File: config.mk
export PLATFORM = sky130hd
export DESIGN_NAME = spi_tx_arbiter
export DESIGN_NICKNAME = d
export VERILOG_FILES = /design/src/rtl/spi_tx_arbiter.sv
export SDC_FILE = /design/constraint.sdc
export NUM_CORES = 1
export LEC_CHECK = 0
export CAP_MARGIN = 15
export CORE_MARGIN = 1
export CORE_UTILIZATION = 25
export DETAILED_ROUTE_END_ITERATION = 16
export PLACE_DENSITY = 0.64
export SETUP_SLACK_MARGIN = 0.3
export SKIP_LAST_GASP = 1
export SYNTH_ARGS = -nofsm -noshare
export SYNTH_HDL_FRONTEND = slang
export SYNTH_SLANG_ARGS = --single-unit
File: constraint.sdc
create_clock -name clock_i -period 7.29 [get_ports clock_i]
set_input_delay 1.458 -clock clock_i [delete_from_list [all_inputs] [get_ports clock_i]]
set_output_delay 1.458 -clock clock_i [all_outputs]
set_load 0.05 [all_outputs]
File: src/rtl/spi_tx_arbiter.sv
// spi_tx_arbiter
//   Round-robin scheduler sharing one SPI transmitter between NUM_REQ requesters.
//   One word is accepted from the granted requester and offered to the transmitter
//   as a one-entry FIFO. The block sequences start/pop/busy and then holds an idle
//   gap of GAP_CYCLES cycles before the next grant.
// Ports
//   clock_i          system clock, all logic on posedge
//   reset_i          synchronous, active-high reset
//   enable_i         1 = new grants allowed
//   req_valid_i      per-requester word available
//   req_data_i       word r at [r*DATA_W +: DATA_W]
//   req_ready_o      one-hot accept strobe (handshake = valid & ready)
//   tx_data_o        word presented to the transmitter
//   tx_fifo_empty_o  transmitter fifo_empty
//   tx_start_o       transmitter start_transmit
//   tx_fifo_read_i   transmitter pop strobe
//   tx_spi_busy_i    transmitter busy flag
//   grant_id_o       requester owning the current/last frame
//   frame_done_o     1-cycle pulse when the frame ends
//   arb_busy_o       arbiter not idle
module spi_tx_arbiter #(
   parameter int unsigned NUM_REQ    = 4,
   parameter int unsigned DATA_W     = 24,
   parameter int unsigned GAP_CYCLES = 2
) (
   input  logic                         clock_i,
   input  logic                         reset_i,
   input  logic                         enable_i,
   input  logic [NUM_REQ-1:0]           req_valid_i,
   input  logic [NUM_REQ*DATA_W-1:0]    req_data_i,
   output logic [NUM_REQ-1:0]           req_ready_o,
   output logic [DATA_W-1:0]            tx_data_o,
   output logic                         tx_fifo_empty_o,
   output logic                         tx_start_o,
   input  logic                         tx_fifo_read_i,
   input  logic                         tx_spi_busy_i,
   output logic [$clog2(NUM_REQ)-1:0]   grant_id_o,
   output logic                         frame_done_o,
   output logic                         arb_busy_o
);

   localparam int unsigned IdW = $clog2(NUM_REQ);
   localparam logic [7:0] GapLoad = 8'((GAP_CYCLES == 0) ? 0 : GAP_CYCLES - 1);

   typedef enum logic [1:0] {StIdle, StOffer, StWaitBusy, StGap} state_e;

   state_e              state_q, state_d;
   logic [IdW-1:0]      rr_ptr_q, rr_ptr_d;
   logic [IdW-1:0]      grant_id_q, grant_id_d;
   logic [DATA_W-1:0]   hold_q, hold_d;
   logic [7:0]          gap_cnt_q, gap_cnt_d;

   logic                grant_found;
   logic [IdW-1:0]      grant_idx;
   logic [IdW-1:0]      cand;
   logic [DATA_W-1:0]   grant_data;

   // First valid requester starting at rr_ptr_q, wrapping modulo NUM_REQ.
   always_comb begin
      grant_found = 1'b0;
      grant_idx   = '0;
      cand        = '0;
      for (int unsigned k = 0; k < NUM_REQ; k++) begin
         cand = IdW'((32'(rr_ptr_q) + k) % NUM_REQ);
         if (!grant_found && req_valid_i[cand]) begin
            grant_found = 1'b1;
            grant_idx   = cand;
         end
      end
   end

   always_comb begin
      grant_data = '0;
      for (int unsigned r = 0; r < NUM_REQ; r++) begin
         if (IdW'(r) == grant_idx) begin
            grant_data = req_data_i[r*DATA_W +: DATA_W];
         end
      end
   end

   always_comb begin
      state_d         = state_q;
      rr_ptr_d        = rr_ptr_q;
      grant_id_d      = grant_id_q;
      hold_d          = hold_q;
      gap_cnt_d       = gap_cnt_q;
      req_ready_o     = '0;
      tx_fifo_empty_o = 1'b1;
      tx_start_o      = 1'b0;
      frame_done_o    = 1'b0;
      unique case (state_q)
         StIdle: begin
            // Ready is masked during reset so no handshake completes that cycle.
            if (enable_i && grant_found && !reset_i) begin
               req_ready_o[grant_idx] = 1'b1;
               hold_d                 = grant_data;
               grant_id_d             = grant_idx;
               rr_ptr_d               = (grant_idx == IdW'(NUM_REQ - 1)) ? '0
                                                                         : grant_idx + 1'b1;
               state_d                = StOffer;
            end
         end
         StOffer: begin
            tx_fifo_empty_o = 1'b0;
            tx_start_o      = 1'b1;
            if (tx_fifo_read_i) begin
               state_d = StWaitBusy;
            end
         end
         StWaitBusy: begin
            if (!tx_spi_busy_i) begin
               // A frame cut short by reset is dropped without a done pulse.
               frame_done_o = !reset_i;
               if (GAP_CYCLES == 0) begin
                  state_d = StIdle;
               end else begin
                  state_d   = StGap;
                  gap_cnt_d = GapLoad;
               end
            end
         end
         StGap: begin
            if (gap_cnt_q == 8'd0) begin
               state_d = StIdle;
            end else begin
               gap_cnt_d = gap_cnt_q - 8'd1;
            end
         end
         default: state_d = StIdle;
      endcase
   end

   always_ff @(posedge clock_i) begin
      if (reset_i) begin
         state_q    <= StIdle;
         rr_ptr_q   <= '0;
         grant_id_q <= '0;
         hold_q     <= '0;
         gap_cnt_q  <= 8'd0;
      end else begin
         state_q    <= state_d;
         rr_ptr_q   <= rr_ptr_d;
         grant_id_q <= grant_id_d;
         hold_q     <= hold_d;
         gap_cnt_q  <= gap_cnt_d;
      end
   end

   assign tx_data_o  = hold_q;
   assign grant_id_o = grant_id_q;
   assign arb_busy_o = (state_q != StIdle);

endmodule

==> results of run 1 <==
[area by class of cell]
type | count | area [sq um] | share of cell area
Tap cell | 133 | 166 | 0.0407
Clock inverter | 3 | 45.0 | 0.0110
Clock buffer | 5 | 68.8 | 0.0168
Timing Repair Buffer | 142 | 1410 | 0.345
Multi-Input combinational cell | 230 | 1500 | 0.367
Sequential cell | 38 | 761 | 0.186
Inverter | 36 | 135 | 0.0330
[cell families after synthesis]
group | Yosys count
compound gates | 149
fa+ha+maj | 10
buf+inv | 64
flops | 38
mux | 2
simple gates | 69
[path summary, 6_finish.rpt]
kind	startpoint	to	slack, ns
worst max-delay path	req_valid_i[2]	req_ready_o[1]	1.57
worst min-delay path	grant_id_o[0]	grant_id_o[0]	0.49
worst max register to register	rr_ptr_q[0]	tx_data_o[16]	4.91
worst min register to register	grant_id_o[0]	grant_id_o[0]	0.49
[placed cells by master, fill, tap and decap left out, drive strengths merged, types with 4 or more instances in the layout]
| cell type | count |
|---|---|
| a21boi | 4 |
| a21oi | 75 |
| a221oi | 24 |
| and2 | 5 |
| buf | 4 |
| clkbuf | 5 |
| clkdlybuf4s50 | 138 |
| dfxtp | 38 |
| ha | 10 |
| inv | 36 |
| nand2 | 12 |
| nand3b | 26 |
| nor2 | 4 |
| nor4 | 4 |
| o21ai | 31 |
| o31ai | 5 |
| or4 | 4 |
[worst register-to-register path: cells and delay by family, from the launching register on]
family                     cells  cell delay [ns]
and+or+nand+nor                1             0.07
DFF                            1             0.36
adders and majority gates      1             0.15
buffers and inverters          2             0.49
AOI/OAI and AO/OA              6             1.25
[stage by stage]
stage | instance area [sq um] | setup slack (ns) | power [mW] | cells
after global routing | 4090 | 1.46 | 1.19 | 587
after detailed placement | 3980 | 1.55 | 0.928 | 579
after CTS | 4090 | 1.54 | 1.12 | 587
after global placement | 3980 | 1.69 | 0.915 | 579
final | 4090 | 1.57 | 1.11 | 587
after floorplan | 2490 | 2.47 | 0.725 | 332
[routing by layer]
layer | GRT usage | up-vias | part of all wire
li1 | - | 1457 | -
met1 | 0.195 | 1336 | 0.43
met2 | 0.289 | 123 | 0.48
met3 | 0.0397 | 10 | 0.080
met4 | 0.0451 | 0 | 0.014
met5 | 0 | - | 0
[flip-flops by register name (all words and copies together) (netlist names)]
name / flops
gap_cnt_q: 8
rr_ptr_q: 2
tx_data_o: 24
state_q: 2
grant_id_o: 2
[power breakdown]
group | internal (mW) | switching (mW)
clock | 0.102 | 0.0816
sequential | 0.255 | 0.0367
combinational | 0.262 | 0.369
total | 0.619 | 0.487
[cell usage after synthesis, drive strengths merged]
cell type / count
a211o: 1
a211oi: 1
a21boi: 4
a21o: 1
a21oi: 75
a221oi: 24
a311oi: 1
and2: 5
buf: 2
clkbuf: 26
dfxtp: 38
ha: 10
inv: 36
mux2i: 2
nand2: 12
nand2b: 2
nand3: 2
nand3b: 26
nor2: 4
nor2b: 1
nor3: 1
nor3b: 3
nor4: 4
o211a: 1
o211ai: 2
o21ai: 31
o221a: 2
o31ai: 5
o41a: 1
or2: 2
or3: 3
or4: 4
==> flow_metrics.tcl, run 1 <==
set metrics [dict create \
    clock_tree.buffer_depth 2 \
    ant_nets 0 \
    synth.distinct_cells 37 \
    synth-adder-area-share 0.0502 \
    rows 36 \
    drc_errors 0 \
    holdWs_ns 0.487 \
    cts_buffers 5 \
    yosys_warnings 0 \
    p_leak_nw 1.54 \
    cp_data_required_time_ns 5.83 \
    nets 568 \
    clk_pin_slew_ns 0.08 \
    worst_pin_slew_ns 0.956 \
    synthesis.nets 447 \
    htree_num_levels 2 \
    synth_area_sq_um 2490 \
    max_stage_delay_ns 0.81 \
    die_x_um 102 \
    synth_top_family_by_area "compound AO/OA/AOI/OAI gates" \
    grt_pass1_wl_um 13300 \
    grt_max_degree 54 \
    fillerInstances 1011 \
    seq_area_frac_synth 0.305 \
    fin_crit_sh 0.785 \
    max_freq_mhz 175 \
    cp.buffers_inverters 4 \
    avgSynthCellArea_sq_um 7.51 \
    post-cts-setup-buffers 0 \
    port_buffers 138 \
    finalMaxSlewViolations 0 \
    top_level_ports 139 \
    core_area_sq_um 9730 \
    post-route-util 0.420 \
    finalClockSkew_ns 0.00794 \
    crit_cells 9 \
    maxCapViolCount 0 \
    crit_slowest_cell "clkdlybuf4s50_1" \
    gr-total-overflow 0 \
    synth.mux.area_fraction 0.00802 \
    irDropWorstVdd_mv 0.142 \
    crit_family "buffers and inverters" \
    synth_compound_area_frac 0.363 \
    ys_seq_elements 38 \
    power_density_nw_per_um2 271 \
    slew_headroom 0.361 \
    cts-resized-gates 0 \
    antennaDiodeCount 0 \
    routabilityCongestion 0.884 \
    drive_gt1_frac 0.0507 \
    vias 2926 \
    fin_setup_tns_ns 0 \
    root_buffer "clkbuf_8" \
    yosysTopAreaCell "dfxtp_1" \
    syn_to_final_growth_pct 63.9 \
    crit_chain "clkdlybuf4s50_1 > nor2b_1 > a21o_1 > a211o_1 > inv_1 > ha_1 > buf_4 > and2_1 > clkdlybuf4s50_1" \
    hold_viol_final 0 \
    min_delay_path_depth 2 \
    ys_top_cells_by_area "dfxtp_1 30%, a21oi_1 15%, a221oi_1 8.4%, nand3b_1 7.8%, o21ai_0 6.0%" \
    die_y_um 102 \
    antenna_found_initial 0 \
    finalSetupViolations 0 \
    hp-class "reg2reg" \
    critical_path_class "in2out" \
    netlist.area_leader.share 0.305 \
    drt_iter0_markers 69 \
    path_max_fanout 49 \
    grt_usage 0.163 \
    syn_inst 332 \
    rsz0062_at_grt "false" \
    layout_min_cycle_time_ns 5.72 \
    dr.pass1.iters 4 \
    routedWlPerCell_um 14.5 \
    outcome "completed" \
    drt-total-wl_um 8490 \
    hpwl_um 6320 \
    cts_tree "built" \
    synth_xor_area_frac 0 \
    crit_arrival_ns 4.26 \
    crit_path_start_kind "input pin" \
    reg2regPathDepth 10 \
    grt_pass1_vias 2803 \
    die-area_sq_um 10400 \
    clkLatencyLatePin_ns 0.30 \
    endpoint_kind "primary output" \
    start_util 0.256 \
    synth_simple_gate_area_frac 0.177 \
    avgViaCountPerCell 4.98 \
    cts_sinks 38 \
    cts_hold_buf 0 \
    cpMostUsedCell "clkdlybuf4s50_1" \
]
Note: power is estimated with default switching activity, not from simulation.
==> run 2: changes to the inputs <==
- PLACE_DENSITY: 0.64 -> 0.66
- clock period: 7.29 -> 5 ns (I/O delays scaled with it)
==> run 2 against run 1 <==
Compared with the run above: final cell count did not move; wire length fell by 0.15%; register-to-register slack got worse by 2.4 ns; clock-buffer cell count did not move; via count rose by 0.17%; hold slack got worse by 0.0079 ns; sequential power rose by 46%; core utilization rose by 0.36 points; critical path type unchanged.
==> flow_metrics.tcl, run 2 (synthesis gave the netlist of run 1 again) <==
set metrics [dict create \
    nets 568 \
    outcome "completed" \
    cts_tree "built" \
    cts_hold_buf 0 \
    finalMaxSlewViolations 0 \
    avgViaCountPerCell 4.99 \
    path_max_fanout 53 \
    drt_iter0_markers 43 \
    slew_headroom 0.367 \
    holdWs_ns 0.479 \
    clkLatencyLatePin_ns 0.29 \
    irDropWorstVdd_mv 0.137 \
    routabilityCongestion 0.812 \
    endpoint_kind "primary output" \
    finalSetupViolations 0 \
    die_x_um 102 \
    root_buffer "clkbuf_8" \
    dpl_cell_area_sq_um 4020 \
    rsz0062_at_grt "false" \
    htree_num_levels 2 \
    power.total_mw 1.61 \
    hold_viol_final 0 \
    max_stage_delay_ns 0.74 \
    dr.pass1.iters 4 \
    core_area_sq_um 9730 \
    wl_met1_um 3650 \
    drt-total-wl_um 8480 \
    die_y_um 102 \
    crit_chain "clkdlybuf4s50_1 > nand3b_1 > nor2_4 > and2_1 > buf_12" \
    crit_family "simple AND/OR/NAND/NOR gates" \
    finalClockSkew_ns 0.00549 \
    cts-resized-gates 0 \
    drc_errors 0 \
    post-route-util 0.424 \
    grt_max_degree 54 \
    cts_buffers 5 \
    critical_path_class "in2out" \
    worst_pin_slew_ns 0.948 \
    port_buffers 138 \
    fin_crit_sh 0.801 \
    clock_tree.buffer_depth 2 \
    layout_min_cycle_time_ns 4.01 \
    postLayoutCellArea_sq_um 4130 \
    clk_pin_slew_ns 0.08 \
    grt_pass1_wl_um 13400 \
    hpwl_um 6130 \
    routedWlPerCell_um 14.4 \
    fin_setup_tns_ns 0 \
    crit_arrival_ns 3.01 \
    ant_nets 0 \
    start_util 0.256 \
    dr.max_layer_used "met4" \
    layout_common_cells "134 x clkdlybuf4s50_1, 75 x a21oi_1, 38 x dfxtp_1, 36 x inv_1, 30 x o21ai_0" \
    place_ws_ns 0.951 \
    wl_met3_um 664 \
    mostFrequentLayoutCell "clkdlybuf4s50_1" \
    antennaDiodeCount 0 \
    gr-total-overflow 0 \
    p_leak_nw 1.56 \
    wl_met2_um 4050 \
    hp-class "reg2reg" \
    post-cts-setup-buffers 0 \
    power_density_nw_per_um2 391 \
    maxCapViolCount 0 \
    top_level_ports 139 \
    cp.buffers_inverters 2 \
    die-area_sq_um 10400 \
    crit_slowest_cell "nor2_4" \
    antenna_found_initial 0 \
    drive_gt1_frac 0.0595 \
    syn_to_final_growth_pct 65.3 \
    largest_reg_flops 24 \
    dp_cells 579 \
    grt_pass1_vias 2869 \
    instances_no_fill 587 \
    grt_usage 0.163 \
    vias 2931 \
    layout_setup_ws_ns 0.994 \
    crit_path_start_kind "input pin" \
    rows 36 \
    cp_data_required_time_ns 4.00 \
    max_freq_mhz 250 \
    cts_sinks 38 \
]
run 2: worst reg2reg max path, delay by kind of cell (launching register included):
kind / cells / cell delay, ns
AOI/OAI and AO/OA: 5 / 1.17
adders and majority gates: 1 / 0.15
buffers and inverters: 1 / 0.38
DFF: 1 / 0.42
and+or+nand+nor: 2 / 0.30
run 2: cell type report:
class | instances | area, sq um
inverters | 36 | 135
flip-flops and latches | 38 | 761
fillers | 1009 | 5600
repair buffers | 142 | 1450
multi-input cells | 230 | 1500
well taps | 133 | 166
clock inverters | 3 | 40.0
clock buffers | 5 | 68.8
run 2: report_power, final:
part | internal (mW) | switching (mW)
clock network | 0.147 | 0.112
logic | 0.387 | 0.542
registers | 0.372 | 0.0530
run 2: worst paths after layout:
path            startpoint              to  slack, ns  depth (start not counted)
max                reset_i  req_ready_o[0]       0.99                          5
min          grant_id_o[0]   grant_id_o[0]       0.48                          2
max reg2reg    rr_ptr_q[1]    tx_data_o[9]       2.51                          9
min reg2reg  grant_id_o[0]   grant_id_o[0]       0.48                          2
run 2: per-layer routing:
| metal | up-vias | GRT usage |
|---|---|---|
| li1 | 1457 | - |
| met1 | 1338 | 0.187 |
| met2 | 122 | 0.296 |
| met3 | 14 | 0.0479 |
| met4 | 0 | 0.0451 |
| met5 | - | 0 |
